`src/rtl/mips_stage_fetch_queue_pkg.sv`:
```
// Shared pipeline types for the MIPS core: clock/reset bundle, word type and
// the fetch-to-decode bundle carried between the fetch queue and decode.
package mips_stage_fetch_queue_pkg;

  localparam int unsigned WORD_W = 32;

  typedef logic [WORD_W-1:0] word_t;

  typedef struct packed {
    logic clk;
    logic rst_n;
  } Data_Control_Control_T;

  typedef struct packed {
    logic  valid;
    word_t instr;
    word_t pc;
  } fetch_decode_t;

  typedef struct packed {
    word_t pc;
    word_t instr;
  } fetch_entry_t;

  localparam word_t PC_STEP = 32'd4;

  function automatic word_t next_pc(input word_t pc);
    return pc + PC_STEP;
  endfunction

endpackage

```
`src/rtl/mips_fetch_fifo.sv`:
```
// Synchronous FIFO with asynchronous active-low reset and a flush that wins
// over push and pop; exposes occupancy and the head entry.
module mips_fetch_fifo #(
  parameter int unsigned DEPTH = 4,
  parameter int unsigned WIDTH = 64,
  localparam int unsigned AW = $clog2(DEPTH),
  localparam int unsigned CW = AW + 1
) (
  input  logic             clk,
  input  logic             rst_n,
  input  logic             flush,
  input  logic             push,
  input  logic [WIDTH-1:0] push_data,
  input  logic             pop,
  output logic [CW-1:0]    count,
  output logic [WIDTH-1:0] head
);

  logic [WIDTH-1:0] mem_r [DEPTH];
  logic [AW-1:0]    wr_ptr_r;
  logic [AW-1:0]    rd_ptr_r;
  logic [CW-1:0]    count_r;
  logic             do_push_s;
  logic             do_pop_s;

  // Qualify push/pop against occupancy; a push into a full FIFO is allowed only alongside a pop.
  always_comb begin
    do_pop_s  = 1'b0;
    do_push_s = 1'b0;
    if (!flush) begin
      do_pop_s  = pop && (count_r != '0);
      do_push_s = push && ((count_r != CW'(DEPTH)) || do_pop_s);
    end else begin
      do_pop_s  = 1'b0;
      do_push_s = 1'b0;
    end
  end

  // Storage, pointers and occupancy.
  always_ff @(posedge clk or negedge rst_n) begin
    if (!rst_n) begin
      for (int i = 0; i < int'(DEPTH); i++) mem_r[i] <= '0;
      wr_ptr_r <= '0;
      rd_ptr_r <= '0;
      count_r  <= '0;
    end else if (flush) begin
      wr_ptr_r <= '0;
      rd_ptr_r <= '0;
      count_r  <= '0;
    end else begin
      if (do_push_s) begin
        mem_r[wr_ptr_r] <= push_data;
        wr_ptr_r        <= wr_ptr_r + AW'(1);
      end
      if (do_pop_s) rd_ptr_r <= rd_ptr_r + AW'(1);
      count_r <= count_r + CW'(do_push_s) - CW'(do_pop_s);
    end
  end

  assign count = count_r;
  assign head  = mem_r[rd_ptr_r];

endmodule

```
`src/rtl/mips_stage_fetch_queue.sv`:
```
// Instruction fetch queue: credit-limited sequential fetch into a PC-tagged
// buffer, with redirect flushing the buffer and dropping in-flight responses.
module mips_stage_fetch_queue
  import mips_stage_fetch_queue_pkg::*;
#(
  parameter int unsigned DEPTH    = 4,
  parameter word_t       RESET_PC = 32'h0
) (
  input  Data_Control_Control_T ctrl,
  input  logic                  redirect_valid,
  input  logic [31:0]           redirect_pc,
  output logic                  imem_req_valid,
  input  logic                  imem_req_ready,
  output logic [31:0]           imem_req_addr,
  input  logic                  imem_rsp_valid,
  input  logic [31:0]           imem_rsp_data,
  output logic                  out_valid,
  input  logic                  out_ready,
  output logic [31:0]           out_instr,
  output logic [31:0]           out_pc
);

  localparam int unsigned CW = $clog2(DEPTH) + 1;
  localparam logic [CW-1:0] CNT_MAX = '1;

  logic          clk_s;
  logic          rst_n_s;
  word_t         fetch_pc_r;
  word_t         rsp_pc_r;
  logic [CW-1:0] outstanding_r;
  logic [CW-1:0] drop_r;
  logic [CW-1:0] count_s;
  logic [CW:0]   inflight_s;
  logic          req_fire_s;
  logic          push_s;
  logic          pop_s;
  fetch_entry_t  push_entry_s;
  fetch_entry_t  head_s;
  fetch_decode_t dec_s;

  assign clk_s   = ctrl.clk;
  assign rst_n_s = ctrl.rst_n;

  // Credit check counts buffered plus kept in-flight words; the saturation
  // guard keeps outstanding from wrapping when dropped requests pile up.
  always_comb begin
    inflight_s     = {1'b0, count_s} + {1'b0, outstanding_r} - {1'b0, drop_r};
    imem_req_valid = rst_n_s && !redirect_valid
                     && (inflight_s < (CW+1)'(DEPTH))
                     && (outstanding_r != CNT_MAX);
    req_fire_s     = imem_req_valid && imem_req_ready;
    push_s         = imem_rsp_valid && !redirect_valid && (drop_r == '0);
    pop_s          = dec_s.valid && out_ready && !redirect_valid;
    push_entry_s   = '{pc: rsp_pc_r, instr: imem_rsp_data};
  end

  // Fetch/response PCs and the in-flight and drop counters.
  always_ff @(posedge clk_s or negedge rst_n_s) begin
    if (!rst_n_s) begin
      fetch_pc_r    <= RESET_PC;
      rsp_pc_r      <= RESET_PC;
      outstanding_r <= '0;
      drop_r        <= '0;
    end else begin
      outstanding_r <= outstanding_r + CW'(req_fire_s) - CW'(imem_rsp_valid);
      if (redirect_valid) begin
        fetch_pc_r <= redirect_pc;
        rsp_pc_r   <= redirect_pc;
        drop_r     <= outstanding_r - CW'(imem_rsp_valid);
      end else begin
        if (req_fire_s) fetch_pc_r <= next_pc(fetch_pc_r);
        if (imem_rsp_valid) begin
          if (drop_r != '0) drop_r <= drop_r - CW'(1);
          else              rsp_pc_r <= next_pc(rsp_pc_r);
        end
      end
    end
  end

  mips_fetch_fifo #(
    .DEPTH (DEPTH),
    .WIDTH ($bits(fetch_entry_t))
  ) u_fifo (
    .clk       (clk_s),
    .rst_n     (rst_n_s),
    .flush     (redirect_valid),
    .push      (push_s),
    .push_data (push_entry_s),
    .pop       (pop_s),
    .count     (count_s),
    .head      (head_s)
  );

  assign dec_s         = '{valid: (count_s != '0), instr: head_s.instr, pc: head_s.pc};
  assign imem_req_addr = fetch_pc_r;
  assign out_valid     = dec_s.valid;
  assign out_instr     = dec_s.instr;
  assign out_pc        = dec_s.pc;

endmodule

```
`config.mk`:
```
export PLATFORM = sky130hd
export DESIGN_NAME = mips_stage_fetch_queue
export DESIGN_NICKNAME = d
export VERILOG_FILES = /design/src/rtl/mips_stage_fetch_queue_pkg.sv /design/src/rtl/mips_fetch_fifo.sv /design/src/rtl/mips_stage_fetch_queue.sv
export SDC_FILE = /design/constraint.sdc
export NUM_CORES = 1
export LEC_CHECK = 0
export BUFFER_PORTS_ARGS = -buffer_cell sky130_fd_sc_hd__buf_2
export CORE_MARGIN = 3
export CORE_UTILIZATION = 55
export CTS_BUF_LIST = sky130_fd_sc_hd__clkbuf_16
export CTS_CLUSTER_DIAMETER = 120
export DETAILED_ROUTE_END_ITERATION = 10
export GPL_TIMING_DRIVEN = 1
export PLACE_DENSITY = 0.78
export SYNTH_ARGS = -nofsm -noshare
export SYNTH_HDL_FRONTEND = slang
export SYNTH_SLANG_ARGS = --single-unit
```
`constraint.sdc`:
```
create_clock -name ctrl -period 3.8 [get_ports ctrl]
set_clock_uncertainty 0.1 [all_clocks]
set_input_delay 0.76 -clock ctrl [delete_from_list [all_inputs] [get_ports ctrl]]
set_output_delay 0.76 -clock ctrl [all_outputs]
set_load 0.01 [all_outputs]
```
Word level (Yosys, flattened, before mapping)
Index checks and enable logic that the tools add are counted.
{"block": "word_totals", "reg_bits": 333, "in_bits": 70, "out_inout_bits": 98}
{"block": "classes", "add_sub_neg": 12, "mux": 21, "order_cmp": 4, "bitwise_logic": 3, "reduce_logical": 24, "eq_ne": 3}
{"op": "256-bit bitwise mux", "count": 1}
{"op": "64-bit 2-to-1 mux", "count": 3}
{"op": "32-bit 2-to-1 mux", "count": 5}
{"op": "64-bit binary-select mux with 2-bit select", "count": 1}
{"op": "64-bit demux with 2-bit select", "count": 1}
{"op": "32-bit by 3-bit adder with 32-bit output, second input constant", "count": 2}
{"op": "3-bit 2-to-1 mux", "count": 4}
{"op": "1-bit logical AND", "count": 11}
{"op": "2-bit nonzero test", "count": 5}
{"op": "3-bit by 1-bit subtractor with 3-bit output", "count": 3}
{"op": "2-bit 2-to-1 mux", "count": 4}
{"op": "3-bit by 1-bit adder with 3-bit output", "count": 2}
{"op": "3-bit >= comparator, second input constant", "count": 2}
{"op": "3-bit inequality test, second input constant", "count": 2}
{"op": "2-bit inverter with 3-bit output", "count": 2}
{"op": "2-bit AND reduction", "count": 3}
{"op": "3-bit nonzero test", "count": 2}
{"op": "2-bit by 1-bit adder with 2-bit output, second input constant", "count": 2}
{"op": "3-bit by 3-bit adder with 4-bit output", "count": 1}
{"op": "4-bit by 3-bit less-than comparator with 1-bit output, second input constant", "count": 1}
{"op": "4-bit by 3-bit subtractor with 4-bit output", "count": 1}
{"op": "3-bit logical NOT", "count": 1}
{"op": "3-bit by 1-bit less-than comparator with 1-bit output, second input constant", "count": 1}
{"op": "3-bit by 1-bit subtractor with 3-bit output, second input constant", "count": 1}
{"op": "5 further kinds", "count": 6}

Longest topological paths before layout
{"block": "logic_depth", "word_depth": 10, "mapped_depth": 16, "mapped_depth_nobuf": 15}

By module
Synthesis repeated with hierarchy kept, for this count alone.
{"block": "hier_totals", "hier_cells": 1140, "area_unflattened_um2": 16343.2}
{"mod": "mips_fetch_fifo", "n_inst": 1, "area_each_um2": 12084.1, "cells_per_inst": 663}
{"mod": "mips_stage_fetch_queue", "n_inst": 1, "area_each_um2": 4259.1, "cells_per_inst": 477}

Worst setup path before layout
OpenSTA, ideal clock, no wires.
{"block": "synth_path", "path_kind": "reg-to-reg", "startpoint": "register outstanding_r[1]", "endpoint": "register outstanding_r[2]", "setup_slack_ns": 0.318, "t_arrival_ns": 3.257, "stages_incl_launch_ff": 17, "setup_time_ns": 0.125, "required_time_ns": 3.575, "period_less_slack_ns": 3.482, "n_path_buf": 1, "cell_sequence": "dfrtp_1 inv_1 fa_1 inv_1 ha_1 nand3b_1 and4bb_1 buf_6 o21ai_1 nand2b_1 ha_1 inv_1 ha_1 inv_1 fa_1 xnor2_1 xnor2_1"}
{"block": "synth_between", "elab_chain_len": 8, "word_cells_on_any_way": 9}
{"item": "start, declared", "line_no": "mips_stage_fetch_queue.sv:30", "rtl": "logic [CW-1:0] outstanding_r;"}
{"item": "start signal, assigned", "line_no": "mips_stage_fetch_queue.sv:65", "rtl": "outstanding_r <= outstanding_r + CW'(req_fire_s) - CW'(imem_rsp_valid);"}
{"item": "3-bit by 3-bit adder with 4-bit output", "line_no": "mips_stage_fetch_queue.sv:47", "rtl": "inflight_s = {1'b0, count_s} + {1'b0, outstanding_r} - {1'b0, drop_r};"}
{"item": "4-bit by 3-bit subtractor with 4-bit output", "line_no": "mips_stage_fetch_queue.sv:47"}
{"item": "4-bit by 3-bit less-than comparator with 1-bit output", "line_no": "mips_stage_fetch_queue.sv:49", "rtl": "&& (inflight_s < (CW+1)'(DEPTH))"}
{"item": "1-bit logical AND", "line_no": "mips_stage_fetch_queue.sv:49"}
{"item": "1-bit logical AND", "line_no": "mips_stage_fetch_queue.sv:50", "rtl": "&& (outstanding_r != CNT_MAX);"}
{"item": "1-bit logical AND", "line_no": "mips_stage_fetch_queue.sv:51", "rtl": "req_fire_s = imem_req_valid && imem_req_ready;"}
{"item": "3-bit by 1-bit adder with 3-bit output (*)", "line_no": "mips_stage_fetch_queue.sv:65"}
{"item": "3-bit by 1-bit subtractor with 3-bit output (*)", "line_no": "mips_stage_fetch_queue.sv:65"}
Mark *: on every way between the ends. The rest lies on a longest branch, timed or not.
A chain may end at the register's enable or synchronous reset.

==> summary.md <==
| Metric | Value |
|---|---|
| Status | `finished, violations left` |
| Failing checks | `hold timing` |
| Initial antenna violation count | `2` |
| Final WL | `between 40 and 50 mm` |
| Yosys top cell area share | `53.0%` |
| Most common cell after layout, fill and taps aside | `dfrtp_1` |
| Multi-input gate area | `6930 um^2` |
| Slew margin rel. | `a little under half` |
| Slack of the critical path | `0.0403 ns` |
| NetSw | `approximately 0.0058 W` |
| DP Worst Slack | `-0.0197 ns` |
| Pleak | `between 9 and 10 nW` |
| CP Launch Type | `clock port` |
| RSZ-0062 raised after global routing | `no` |
| Reg power frac | `27.4%` |
| First-pass GRT wire length | `about 65 mm` |
| Drt pass-1 iters | `8` |
| Most frequent cells in the layout | `331 x dfrtp_1, 285 x mux2_2, 166 x buf_2, 111 x clkbuf_16, 64 x mux4_2` |
| DRC | `0` |
| Int Power | `roughly 0.011 W` |
| Finished Cell Area | `approximately 20000 um^2` |
| Ant. Diodes | `0` |
| Vias in the first global route | `~14000` |
| Slew Viols, Final | `0` |
| Filler Cells Inserted | `between 1500 and 2000` |
| Worst hold margin | `-0.506 ns` |
| Die Width | `about 180 um` |
| Port Buffer Count | `roughly 170` |
| Largest area contributor in the netlist | `dfrtp_1` |
| Crit Path Class | `clock port to output pin` |
| Post-synthesis sequential area ratio | `approximately 53%` |
| Iter 0 DRT Violations | `approximately 930` |
| GRT met1 Usage | `between 20% and 30%` |
| Crit path required time | `2.94 ns` |
| Top FF cell, synth | `dfrtp_1` |
| Placed cell area | `16800 um^2` |
| Crit path DAT | `2.90 ns` |
| Max-Cap Viols | `0` |
| CP max stage delay | `between 0.15 and 0.2 ns` |
| Row cnt | `61` |
| Routed length per instance | `approximately 22 um` |
| Antenna Nets Post-Route | `0` |
| Cts hold-fix bufs | `0` |
| Layout cells sized above 1 | `a little under 50%` |
| R2R cell count | `17` |
| Peak supply drop | `~440 uV` |
| Net Sw Frac | `35.2%` |
| Synthesized Nets | `1206` |
| Slew of the pin with the lowest slew margin | `0.787 ns` |
| Main area contributors after synthesis | `dfrtp_1 53%, mux2_2 20%, mux4_2 9.2%` |
| CP max FO | `7` |
| CTS tree | `done` |
| PwrDens | `between 800 and 900 nW/um^2` |
| Largest net degree at the start of global routing | `67` |
| Die height | `175 um` |
| CP Capture Type | `output pin` |
| Mapped Cells | `around 1100` |
| Vias | `approximately 11000` |
| HP Class | `clock port to asynchronous set/reset pin` |
| Core ar. | `~28000 um^2` |
| Post-DP HPWL | `22.0 mm` |
| GRT Total Usage | `about 27%` |
| Final nets | `between 1000 and 1500` |
| Met2 usage | `approximately two fifths` |
| Synth-to-layout area growth | `29.3%` |
| Total congestion overflow | `0` |
| EDFF count, synth | `0` |
| Met3 Use GR | `14.2%` |
| FFs w/ async S/R, synth | `100%` |
| CTS clk-pin slew, worst paths | `0.06 ns` |
| Die area | `a little over 30000 um^2` |
| Final Setup Violations | `0` |
| FF+latch count, synth | `333` |
| Synth unique cells | `55` |
| Critical path's slowest cell | `clkbuf_16` |
| Crit path cell chain | `clkbuf_16 -> clkbuf_16 -> clkbuf_16 -> nand2_4 -> clkbuf_16 -> clkbuf_16 -> nor3_2 -> buf_2` |
| Final hold vios | `between 200 and 300` |
| Initial Util | `56.2%` |
| GP Congestion | `between 0.8 and 0.9` |
| Average size of a mapped cell | `~14 um^2` |
| Synth warn | `0` |
| CP dominant cell by count | `clkbuf_16` |
| Sequential Area | `roughly 8300 um^2` |
| I/O pins | `roughly 170` |
| Vias per cell | `about 6.1` |
| Grt peak-use layer | `met2` |
| Gate power share | `between 20% and 30%` |
| Pwr Total | `between 0.015 and 0.02 W` |
| Mapped cell area | `15700 um^2` |
| Clock power frac | `approximately 52%` |
| Worst skew pair latency | `around 0.52 ns` |
timing repair:
item	4_1_cts	5_1_grt
pin swaps	3	3
setup buffers	6	2
setup endpoints to repair	4	4
resized for setup	13	3
through the flow:
| step | util (%) | setup TNS (ns) | instances |
|---|---|---|---|
| 6_report | 72.6 | 0 | 1797 |
| 2_1_floorplan | - | 0 | 1115 |
| 4_1_cts | 72.5 | 0 | 1795 |
| 3_3_place_gp | 60.1 | -0.0174 | 1610 |
| 5_1_grt | 72.6 | 0 | 1797 |
| 3_5_place_dp | 60.1 | -0.0197 | 1610 |
layer usage:
metal	vias to the layer above	share of wire, %
met5	-	0.027
met4	2	4.1
met3	168	8.3
met2	573	49
met1	5554	38
li1	4592	-
kinds of logic (layout without fill, tap and decap cells):
group | after synthesis | after routing | synth area share (%)
mux | 352 | 352 | 29.8
buf+inv | 99 | 403 | 3.30
fa+ha+maj | 21 | 21 | 1.86
simple gates | 192 | 192 | 6.24
flops | 333 | 333 | 53.0
xor+xnor | 50 | 50 | 2.78
compound gates | 68 | 68 | 3.09
cells in the mapped netlist (2+ instances only):
master	instances
a211oi_1	4
a21boi_0	4
a21oi_1	15
a31oi_1	2
and2_1	8
and3_1	12
and4_1	3
buf_1	8
buf_2	10
buf_4	28
buf_6	4
clkbuf_1	16
dfrtp_1	333
fa_1	4
ha_1	17
inv_1	33
mux2_2	285
mux2i_1	3
mux4_2	64
nand2_1	37
nand2b_1	6
nand3_1	21
nand4_1	13
nor2_1	47
nor2b_1	2
nor3_1	20
nor3b_1	2
nor4_1	6
o2111ai_1	7
o211a_1	2
o211ai_1	8
o21a_1	5
o21ai_0	9
o31a_1	2
o31ai_1	2
or3_1	5
or4_1	2
xnor2_1	39
xor2_1	11
power by group through the flow:
stage	Sequential [W]	Clock (W)	Combinational [W]
after floorplan	0.00440	0.000193	0.00233
after global placement	0.00454	0.000189	0.00313
after detailed placement	0.00458	0.000189	0.00322
after CTS	0.00451	0.00886	0.00339
after global routing	0.00459	0.00926	0.00365
final	0.00452	0.00856	0.00341
registers in the layout (all words and copies together), names as in the netlist:
| signal | count |
|---|---|
| u_fifo.mem_r | 256 |
| drop_r | 3 |
| u_fifo.count | 3 |
| imem_req_addr | 32 |
| u_fifo.rd_ptr_r | 2 |
| outstanding_r | 3 |
| rsp_pc_r | 32 |
| u_fifo.wr_ptr_r | 2 |
cell type report:
| cell class | instances | area share [%] |
|---|---|---|
| inverters | 30 | 0.554 |
| repair buffers | 186 | 5.18 |
| multi-input cells | 683 | 34.1 |
| flip-flops and latches | 333 | 41.0 |
| clock inverters | 71 | 3.03 |
| clock buffers | 116 | 13.8 |
| well taps | 378 | 2.33 |
path summary, 6_finish.rpt:
path | slack [ns] | endpoint | start
setup reg to reg | 0.15 | outstanding_r[2]$_DFF_PN0_ | outstanding_r[1]$_DFF_PN0_
hold / removal | -0.51 | imem_req_addr[5]$_DFFE_PN0P_ | ctrl[0]
max in group asynchronous | 3.37 | u_fifo.count[1]$_DFF_PN0_ | ctrl[0]
setup / recovery | 0.04 | imem_req_valid | ctrl[0]
hold reg to reg | 0.40 | u_fifo.mem_r[58]$_DFFE_PN0P_ | u_fifo.mem_r[58]$_DFFE_PN0P_
min in group ctrl | 0.37 | imem_req_addr[5]$_DFFE_PN0P_ | ctrl[0]
critical path: cells and delay by family:
family                 cells  cell delay, ns
buffers and inverters      6            0.89
and+or+nand+nor            2            0.11
(Power assumes the default switching activity.)
